File: src/rtl/wb_pkg.sv
// Shared constants and the long-latency result entry type for the
// register-file writeback arbiter.
package wb_pkg;

   localparam int XLEN   = 32;
   localparam int REG_AW = 5;
   localparam int NREGS  = 2 ** REG_AW;

   // One queued long-latency result: destination register and its value.
   typedef struct packed {
      logic [REG_AW-1:0] rd;
      logic [XLEN-1:0]   data;
   } wb_entry_t;

endpackage

File: src/rtl/wb_fifo.sv
// Small synchronous FIFO for long-latency writeback entries.
// Head is the oldest entry and is valid whenever empty is low.
// Push on full and pop on empty are ignored so the pointers can never slip.
module wb_fifo
   import wb_pkg::*;
#(
   parameter type entry_t = wb_entry_t,
   parameter int  DEPTH   = 4
) (
   input  logic   clk,
   input  logic   rst,
   input  logic   push,
   input  entry_t wr_entry,
   input  logic   pop,
   output entry_t head,
   output logic   full,
   output logic   empty
);

   localparam int PW = $clog2(DEPTH);

   entry_t          mem_r [DEPTH];
   logic [PW-1:0]   wr_ptr_r;
   logic [PW-1:0]   rd_ptr_r;
   logic [PW:0]     count_r;
   logic            push_ok_s;
   logic            pop_ok_s;

   assign full      = (count_r == (PW+1)'(DEPTH));
   assign empty     = (count_r == (PW+1)'(0));
   assign push_ok_s = push && !full;
   assign pop_ok_s  = pop && !empty;
   assign head      = mem_r[rd_ptr_r];

   // Pointer and occupancy bookkeeping; pointers wrap naturally (DEPTH is a power of two).
   always_ff @(posedge clk) begin
      if (rst) begin
         wr_ptr_r <= PW'(0);
         rd_ptr_r <= PW'(0);
         count_r  <= (PW+1)'(0);
      end else begin
         if (push_ok_s) begin
            wr_ptr_r <= wr_ptr_r + PW'(1);
         end
         if (pop_ok_s) begin
            rd_ptr_r <= rd_ptr_r + PW'(1);
         end
         case ({push_ok_s, pop_ok_s})
            2'b10:   count_r <= count_r + (PW+1)'(1);
            2'b01:   count_r <= count_r - (PW+1)'(1);
            default: count_r <= count_r;
         endcase
      end
   end

   // Entry storage; contents need no reset because occupancy gates every read.
   always_ff @(posedge clk) begin
      if (push_ok_s) begin
         mem_r[wr_ptr_r] <= wr_entry;
      end
   end

endmodule

File: src/rtl/reg_wb_arbiter.sv
// Writer-side front end for the register file write port.
// Pipeline writebacks always win the port; queued long-latency results
// drain into cycles the pipeline leaves idle. A per-register pending
// scoreboard stalls decode on hazards against outstanding long-latency
// writes, which also keeps pipeline writes from overtaking queued ones.
module reg_wb_arbiter #(
   parameter int XLEN   = 32,
   parameter int REG_AW = 5,
   parameter int DEPTH  = 4
) (
   input  logic                 clk,
   input  logic                 rst,
   input  logic                 wb_we,
   input  logic [REG_AW-1:0]    wb_rd,
   input  logic [XLEN-1:0]      wb_data,
   input  logic                 ll_valid,
   output logic                 ll_ready,
   input  logic [REG_AW-1:0]    ll_rd,
   input  logic [XLEN-1:0]      ll_data,
   input  logic                 iss_valid,
   input  logic [REG_AW-1:0]    iss_rd,
   input  logic [REG_AW-1:0]    id_rs1,
   input  logic [REG_AW-1:0]    id_rs2,
   input  logic [REG_AW-1:0]    id_rd,
   input  logic                 id_rd_we,
   output logic                 stall,
   output logic                 WE3,
   output logic [REG_AW-1:0]    AD3,
   output logic [XLEN-1:0]      WD3,
   output logic [2**REG_AW-1:0] pending,
   output logic                 err
);

   import wb_pkg::*;

   localparam int NR = 2 ** REG_AW;

   wb_entry_t          push_entry_s;
   wb_entry_t          head_s;
   logic               full_s;
   logic               empty_s;
   logic               ll_ready_s;
   logic               push_s;
   logic               pipe_act_s;
   logic               drain_s;
   logic [NR-1:0]      pending_r;
   logic [NR-1:0]      set_mask_s;
   logic [NR-1:0]      clr_mask_s;
   logic [NR-1:0]      pending_next_s;
   logic               err_r;
   logic               err_set_s;

   // Input acceptance is not pop-aware and is held off during reset.
   assign ll_ready_s = !rst && !full_s;
   assign ll_ready   = ll_ready_s;

   // Results for x0 are acknowledged but never stored.
   assign push_s          = ll_valid && ll_ready_s && (ll_rd != REG_AW'(0));
   assign push_entry_s.rd   = ll_rd;
   assign push_entry_s.data = ll_data;

   assign pipe_act_s = wb_we && (wb_rd != REG_AW'(0));
   assign drain_s    = !rst && !pipe_act_s && !empty_s;

   wb_fifo #(
      .entry_t (wb_entry_t),
      .DEPTH   (DEPTH)
   ) u_fifo (
      .clk      (clk),
      .rst      (rst),
      .push     (push_s),
      .wr_entry (push_entry_s),
      .pop      (drain_s),
      .head     (head_s),
      .full     (full_s),
      .empty    (empty_s)
   );

   // Write-port mux: pipeline first, then FIFO head, otherwise idle at zero.
   always_comb begin
      WE3 = 1'b0;
      AD3 = REG_AW'(0);
      WD3 = XLEN'(0);
      if (rst) begin
         WE3 = 1'b0;
      end else if (pipe_act_s) begin
         WE3 = 1'b1;
         AD3 = wb_rd;
         WD3 = wb_data;
      end else if (!empty_s) begin
         WE3 = 1'b1;
         AD3 = head_s.rd;
         WD3 = head_s.data;
      end else begin
         WE3 = 1'b0;
      end
   end

   // Scoreboard update masks: issue sets, drain clears, set wins, x0 never pending.
   always_comb begin
      set_mask_s     = {NR{1'b0}};
      clr_mask_s     = {NR{1'b0}};
      if (iss_valid) begin
         set_mask_s = {{(NR-1){1'b0}}, 1'b1} << iss_rd;
      end else begin
         set_mask_s = {NR{1'b0}};
      end
      if (drain_s) begin
         clr_mask_s = {{(NR-1){1'b0}}, 1'b1} << head_s.rd;
      end else begin
         clr_mask_s = {NR{1'b0}};
      end
      pending_next_s = ((pending_r & ~clr_mask_s) | set_mask_s)
                       & ~{{(NR-1){1'b0}}, 1'b1};
   end

   // Pending scoreboard register.
   always_ff @(posedge clk) begin
      if (rst) begin
         pending_r <= {NR{1'b0}};
      end else begin
         pending_r <= pending_next_s;
      end
   end

   assign pending = pending_r;

   // Decode hazard detection against outstanding long-latency writes.
   always_comb begin
      stall = 1'b0;
      if (rst) begin
         stall = 1'b0;
      end else begin
         stall = ((id_rs1 != REG_AW'(0)) && pending_r[id_rs1]) ||
                 ((id_rs2 != REG_AW'(0)) && pending_r[id_rs2]) ||
                 (id_rd_we && (id_rd != REG_AW'(0)) && pending_r[id_rd]);
      end
   end

   // Protocol violations: unexpected long-latency result, or pipeline write
   // to a register still owed a long-latency result.
   assign err_set_s = (push_s && !pending_r[ll_rd]) ||
                      (pipe_act_s && pending_r[wb_rd]);

   // Sticky error flag, cleared only by reset.
   always_ff @(posedge clk) begin
      if (rst) begin
         err_r <= 1'b0;
      end else if (err_set_s) begin
         err_r <= 1'b1;
      end else begin
         err_r <= err_r;
      end
   end

   assign err = err_r;

endmodule

File: config.mk
export PLATFORM = sky130hd
export DESIGN_NAME = reg_wb_arbiter
export DESIGN_NICKNAME = d
export VERILOG_FILES = /design/src/rtl/wb_pkg.sv /design/src/rtl/wb_fifo.sv /design/src/rtl/reg_wb_arbiter.sv
export SDC_FILE = /design/constraint.sdc
export NUM_CORES = 1
export LEC_CHECK = 0
export CAP_MARGIN = 25
export CORE_MARGIN = 5
export CORE_UTILIZATION = 45
export DETAILED_ROUTE_END_ITERATION = 10
export PLACE_DENSITY = 0.75
export RECOVER_POWER = 50
export SYNTH_ARGS = -nofsm -noshare
export SYNTH_HDL_FRONTEND = slang
export SYNTH_SLANG_ARGS = --single-unit
File: constraint.sdc
create_clock -name clk -period 3.5 [get_ports clk]
set_input_delay 0.7 -clock clk [delete_from_list [all_inputs] [get_ports clk]]
set_output_delay 0.7 -clock clk [all_outputs]
set_load 0.005 [all_outputs]
After elaboration in Yosys (flattened, before gate mapping)

Memories as Yosys holds them, arrays and structs flattened. A register that Yosys moved wholly into a read port is not among the register bits.
Cells that the tools add are included.

Flip-flop bits (word level): 40
Memories: 1
Bits in writable memories: 148
Output and inout bits: 73
Logic and storage cells: 80

Memories:

| memory       | depth | bits a word | read ports | clocked after memory_dff | wr ports | RTL line      | source |
|---|---|---|---|---|---|---|---|
| u_fifo.mem_r | 4     | 37          | 1          | 1                        | 1        | wb_fifo.sv:22 | `entry_t mem_r [DEPTH];` |

Bitwise logic cells: 3
Reductions and logical operators: 29
Muxes and demuxes: 27
Shift operators: 2
Add/sub/neg operators: 4
Eq/ne operators: 3
Magnitude comparators: 5

Operator list:

| cell                   | number |
|---|---|
| $mux W32               | 5 |
| $shl A1 B5 Y32 const A | 2 |
| $and A32 B32 Y32       | 1 |
| $not A32 Y32           | 1 |
| $or A32 B32 Y32        | 1 |
| $lt A5 B6 Y1 const B   | 5 |
| $bmux W1 S5            | 5 |
| $reduce_bool A5 Y1     | 5 |
| $mux W5                | 3 |
| $logic_and A1 B1 Y1    | 14 |
| $mux W1                | 11 |
| $pmux W3 S2            | 1 |
| $logic_not A1 Y1       | 5 |
| $add A2 B1 Y2 const B  | 2 |
| $mux W2                | 2 |
| $add A3 B1 Y3 const B  | 1 |
| $eq A3 B3 Y1 const B   | 1 |
| $logic_not A3 Y1       | 1 |
| $logic_or A1 B1 Y1     | 3 |
| $sub A3 B1 Y3 const B  | 1 |
| $eq A2 B1 Y1 const B   | 1 |
| $eq A2 B2 Y1 const B   | 1 |
| $reduce_bool A2 Y1     | 1 |

Longest topological paths before layout

Word-level depth: 9
Depth in mapped cells: 11
Depth with buffers taken out: 9

Modules after synthesis

From an unflattened synthesis, not the netlist that was laid out.

Cells, all modules: 618
Area, all modules: 9,148.8 um^2

Modules (own cells, without submodules):

| module         | cells an instance | instances | area each (um^2) | seq. area each (um^2) |
|---|---|---|---|---|
| wb_fifo        | 247               | 1         | 5,866.9          | 4,624.4 |
| reg_wb_arbiter | 371               | 1         | 3,281.9          | 640.6 |

Least setup slack after synthesis

No wires, ideal clock.

Path kind: input to register
Start point: input wb_rd[0]
End point: register u_fifo.count_r[2]
Path slack: 0.534 ns
Stages on the path: 11
Data arrival time: 2.896 ns
Library setup time: 0.070 ns
Cells stage by stage: buf_2 -> or4_1 -> o21ai_2 -> and2_1 -> buf_2 -> buf_2 -> ha_1 -> fa_1 -> xnor2_1 -> or3_1 -> a21oi_1

Word-level cells in the longest chain between the ends: 8

Ends and longest elaborated chain:

| item                                                     | RTL line             | source |
|---|---|---|
| start: declaration                                       | reg_wb_arbiter.sv:14 | `input logic [REG_AW-1:0] wb_rd,` |
| $reduce_bool A5 Y1 *                                     | reg_wb_arbiter.sv:62 | `assign pipe_act_s = wb_we && (wb_rd != REG_AW'(0));` |
| $logic_and A1 B1 Y1 *                                    | reg_wb_arbiter.sv:62 |  |
| $logic_not A1 Y1 *                                       | reg_wb_arbiter.sv:63 | `assign drain_s = !rst && !pipe_act_s && !empty_s;` |
| $logic_and A1 B1 Y1 * (2 in series)                      | reg_wb_arbiter.sv:63 |  |
| $logic_and A1 B1 Y1 *                                    | wb_fifo.sv:32        | `assign pop_ok_s = pop && !empty;` |
| named net u_fifo.pop_ok_s                                | wb_fifo.sv:27        | `logic pop_ok_s;` |
| $eq A2 B1 Y1 / $eq A2 B2 Y1 (equally long branches)      | wb_fifo.sv:48        | `case ({push_ok_s, pop_ok_s})` |
| $pmux W3 S2 / $reduce_bool A2 Y1 (equally long branches) | n/a                  |  |
| end signal: assignment                                   | wb_fifo.sv:49        | `2'b10: count_r <= count_r + (PW+1)'(1);` |
| end signal: assignment                                   | wb_fifo.sv:50        | `2'b01: count_r <= count_r - (PW+1)'(1);` |
| end signal: assignment                                   | wb_fifo.sv:51        | `default: count_r <= count_r;` |
| end: declaration                                         | wb_fifo.sv:25        | `logic [PW:0] count_r;` |

Mark *: on every way through the listed nets, which the timed path passes. The rest lies on a longest branch.
A chain may end at the register's enable or synchronous reset.

Final worst setup path

Start point: input wb_rd[0]
End point: output WD3[20]

Word-level cells in the longest chain between the ends: 4

Ends and longest elaborated chain:

| item                | RTL line             | source |
|---|---|---|
| $reduce_bool A5 Y1  | reg_wb_arbiter.sv:62 |  |
| $logic_and A1 B1 Y1 | reg_wb_arbiter.sv:62 |  |
| $mux W32            | reg_wb_arbiter.sv:86 | `end else if (pipe_act_s) begin` |
| $mux W32            | reg_wb_arbiter.sv:84 | `if (rst) begin` |
| end: declaration    | reg_wb_arbiter.sv:29 | `output logic [XLEN-1:0] WD3,` |

No other way between the ends.

==> results.md <==
### Clocking
• 0.07 ns — clock-pin slew of the registers on the worst-case setup and hold paths
• 189 — clock sinks
• 4 — total number of H-tree levels
• 2 — maximum buffer depth of the clock tree
• 17 — clock buffer count from CTS
• 0.43 ns — clock insertion delay at the later pin of the skew report
• 0 — hold buffers post-CTS
• built — clock tree from TritonCTS
• sky130_fd_sc_hd__clkbuf_16 — Root Buffer Master

### Timing
• 1.21 ns — Least-Margin Pin Slew
• 3.48 ns — minimum clock period after layout
• 0.00889 ns — final clock skew
• 99.3% — share of the cycle needed by the critical path after routing
• 288 MHz — Max Clk Rate
• 19.3% — Slew headroom
• 0 — setup-violating endpoint count in the final report
• yes — RSZ-0062 raised after global routing
• 0 ns — total negative slack
• 0 — count of final hold-check violations
• 0 — total count of max-transition violations in the final report

### Detailed routing
• 5 — 1st-pass router iterations
• 25,100 um — total routed wirelength
• 23.2 um — routed wire length per instance
• 0 — number of remaining DRC errors
• 6,378 — Via Count
• 0 — antenna-violating nets left
• 5.89 — Via-to-Cell Ratio
• 694 — initial detailed-routing violation count

### Synthesis
• 148 — number of enable-type register cells in the synthesized netlist
• 189 — register bit total from synthesis
• 0.493% — xor-xnor portion of the synthesized cell area
• 0.930% — Synth Area in Adders
• 586 — cell count after synthesis
• 0% — share of flip-flops with an asynchronous set or reset
• 692 — net count after synthesis
• 0 — count of warnings emitted by yosys
• 0.00888 mm^2 — Netlist Area Pre-Place
• 15.2 um^2 — average footprint of a synthesized cell
• 48 — count of unique library cells instantiated by Yosys
• 59.3% — sequential cell area fraction in the yosys report
• 6.24% — simple logic cell fraction of the synthesized area
• 21.4% — multiplexer share of the synthesized area
• multiplexers — combinational family with the most area after synthesis
• 9.16% — synthesized-area fraction occupied by ao, oa, aoi and oai cells
• sky130_fd_sc_hd__edfxtp_1 — dominant register cell in the synthesized netlist

### Worst setup path
• input pin to primary output — critical setup path kind
• 0.58 ns — Max stage delay on crit path
• input pin — startpoint kind of the worst setup timing path
• clkdlybuf4s50_1, or4_4, o21ai_4, buf_4, and2_4, clkbuf_16, buf_4, a22o_1, clkbuf_2 — CP cell instances
• 2.80 ns — required time reported for the critical path endpoint
• sky130_fd_sc_hd__or4_4 — slowest cell on the critical path
• 8 — Crit Path Max Fanout
• primary output — category of the worst setup path capture point
• 2.78 ns — Data arrival, critical path
• sky130_fd_sc_hd__buf_4 — dominant cell type by count on the critical path

### Global route
• 40 — pin count of the biggest net entering global routing
• 0 — total congestion overflow
• 21.8% — GR Util All Layers
• 6,550 — number of global-route vias before repair
• 37,000 um — first-pass GRT wire length
• 5 — initial antenna violation count

### Floorplanning
• 0.0195 mm^2 — core region area
• 51 — Std-Cell Rows
• 45.6% — initial core utilization
• 150 um — horizontal die dimension
• 173 — count of boundary I/O pins
• 150 um — die height
• 0.0226 mm^2 — area of the die

### Cells and area
• 1,083 — number of cells in the finished layout apart from fillers
• 33.0% — layout-stage area growth over the synthesis result
• 22.8% — fraction of layout cells with a size suffix above 1
• 908 — final layout net count

### Run
• 0 — max capacitance violation total

### Power
• 0.000371 V — peak ir drop on the vdd network
• 425 mW/mm^2 — power per cell area
• 0.00417 uW — static power due to leakage
• 5020 uW — total power of the final layout

### Place
• 0.966 — placer's final routability congestion estimate
• 171 — Port Buffers
• 16,800 um — Detail Placement HPWL
• 1,035 — cell total after placement

### Outcome
• complete, no violations — status

### Worst hold path
• register to register — Tightest Hold Check Type

-- Yosys cell counts (6+ instances only) --
master / number / area, um^2
sky130_fd_sc_hd__edfxtp_1: 148 / 4440
sky130_fd_sc_hd__mux4_2: 61 / 1370
sky130_fd_sc_hd__nand2_1: 56 / 210
sky130_fd_sc_hd__dfxtp_1: 41 / 821
sky130_fd_sc_hd__a21oi_1: 39 / 195
sky130_fd_sc_hd__a22o_1: 34 / 298
sky130_fd_sc_hd__o21ai_0: 33 / 165
sky130_fd_sc_hd__clkbuf_1: 23 / 86.3
sky130_fd_sc_hd__mux2i_1: 19 / 190
sky130_fd_sc_hd__nor2_1: 18 / 67.6
sky130_fd_sc_hd__mux4_1: 11 / 289
sky130_fd_sc_hd__buf_2: 9 / 45.0
sky130_fd_sc_hd__inv_1: 9 / 33.8
sky130_fd_sc_hd__nor3b_1: 6 / 45.0
-- path summary, 6_finish.rpt --
path | startpoint | end | slack, ns | cells past startpoint
max | wb_rd[0] | WD3[20] | 0.02 | 9
min | u_fifo.wr_ptr_r[1] | u_fifo.wr_ptr_r[1] | 0.52 | 2
max reg2reg | u_fifo.count_r[0] | u_fifo.count_r[2] | 0.76 | 11
min reg2reg | u_fifo.wr_ptr_r[1] | u_fifo.wr_ptr_r[1] | 0.52 | 2
-- state kept, by name (all words and copies together), names as in the netlist, named ones only --
signal	flops
pending	31
u_fifo.mem_r	148
u_fifo.count_r	3
u_fifo.rd_ptr_r	2
u_fifo.wr_ptr_r	2
err	1
-- worst max-delay path, delay by kind of cell --
kind | cells | cell delay (ns)
buffers and inverters | 5 | 0.96
AOI/OAI and AO/OA | 2 | 0.30
and+or+nand+nor | 2 | 0.79
-- repair_timing --
action / 4_1_cts / 5_1_grt
pin swaps: 2 / 2
setup buffers: 1 / 5
setup endpoints to repair: 38 / 34
cloned: 1 / 4
resized for setup: 49 / 72
-- final cells by class --
class,instances,area [um^2]
fillers,1455,7650
flip-flops and latches,189,5270
multi-input cells,348,3430
repair buffers,237,2170
clock buffers,17,425
well taps,265,332
clock inverters,15,146
inverters,9,33.8
diodes,3,7.51
-- cells in the final DEF (no fill, tap or decap), types with 3 or more instances in the layout --
master                            netlist  routed
sky130_fd_sc_hd__edfxtp_1             148     148
sky130_fd_sc_hd__clkdlybuf4s50_1        0      71
sky130_fd_sc_hd__mux4_2                61      62
sky130_fd_sc_hd__dlygate4sd3_1          0      57
sky130_fd_sc_hd__nand2_1               56      56
sky130_fd_sc_hd__dfxtp_1               41      39
sky130_fd_sc_hd__a21oi_1               39      37
sky130_fd_sc_hd__buf_4                  2      35
sky130_fd_sc_hd__a22o_1                34      34
sky130_fd_sc_hd__o21ai_0               33      33
sky130_fd_sc_hd__clkbuf_2               0      28
sky130_fd_sc_hd__clkbuf_16              0      20
sky130_fd_sc_hd__mux2i_1               19      19
sky130_fd_sc_hd__clkbuf_1              23      18
sky130_fd_sc_hd__nor2_1                18      17
sky130_fd_sc_hd__mux4_1                11      10
sky130_fd_sc_hd__inv_1                  9       9
sky130_fd_sc_hd__clkdlybuf4s15_1        0       8
sky130_fd_sc_hd__buf_12                 0       7
sky130_fd_sc_hd__nor3b_1                6       6
sky130_fd_sc_hd__inv_8                  0       6
sky130_fd_sc_hd__nand3_1                5       5
sky130_fd_sc_hd__ha_1                   5       5
sky130_fd_sc_hd__and3_1                 4       4
sky130_fd_sc_hd__mux2_2                 4       4
sky130_fd_sc_hd__nor2b_1                4       4
sky130_fd_sc_hd__nand2b_1               4       4
sky130_fd_sc_hd__nand4_1                4       4
sky130_fd_sc_hd__clkinv_4               0       4
sky130_fd_sc_hd__dlygate4sd2_1          0       4
sky130_fd_sc_hd__diode_2                0       3
sky130_fd_sc_hd__nor3_1                 3       3
sky130_fd_sc_hd__nand3b_1               3       3
sky130_fd_sc_hd__xnor2_1                3       3
-- logic make-up (layout without fill, tap and decap cells) --
| kind of cell | count (synthesis) | in the layout |
|---|---|---|
| flops | 189 | 189 |
| compound gates | 124 | 124 |
| simple gates | 117 | 117 |
| mux | 95 | 95 |
| buf+inv | 49 | 278 |
| fa+ha+maj | 6 | 6 |
| xor+xnor | 5 | 5 |
| other cells | 1 | 4 |
-- routing by layer --
metal  part of all wire [%]  vias to the layer above  routed length (um)  global-route usage [%]
met5                  0.084                        -                  21                       0
met4                    2.6                        4                 664                    8.19
met3                    8.7                       50                2190                    5.60
met2                     49                      340               12300                    35.6
met1                     39                     3187                9910                    28.3
li1                       -                     2797                   -                       -
-- metrics by stage --
step / cell area (um^2) / hold WS (ns) / util, % / setup WS, ns
after floorplan: 8880 / 0.469 / - / 0.534
after global placement: 11200 / 0.483 / 57.6 / -0.512
after detailed placement: 11200 / 0.498 / 57.6 / -0.493
after CTS: 11800 / 0.509 / 60.6 / 0.00155
after global routing: 11800 / 0.528 / 60.7 / -0.0330
final: 11800 / 0.517 / 60.7 / 0.0248
-- power by group --
group,internal (uW),switching (uW),total [uW]
combinational,354,309,663
clock,949,898,1850
sequential,2470,33.7,2510
total,3780,1240,5020
(Power assumes the default switching activity.)
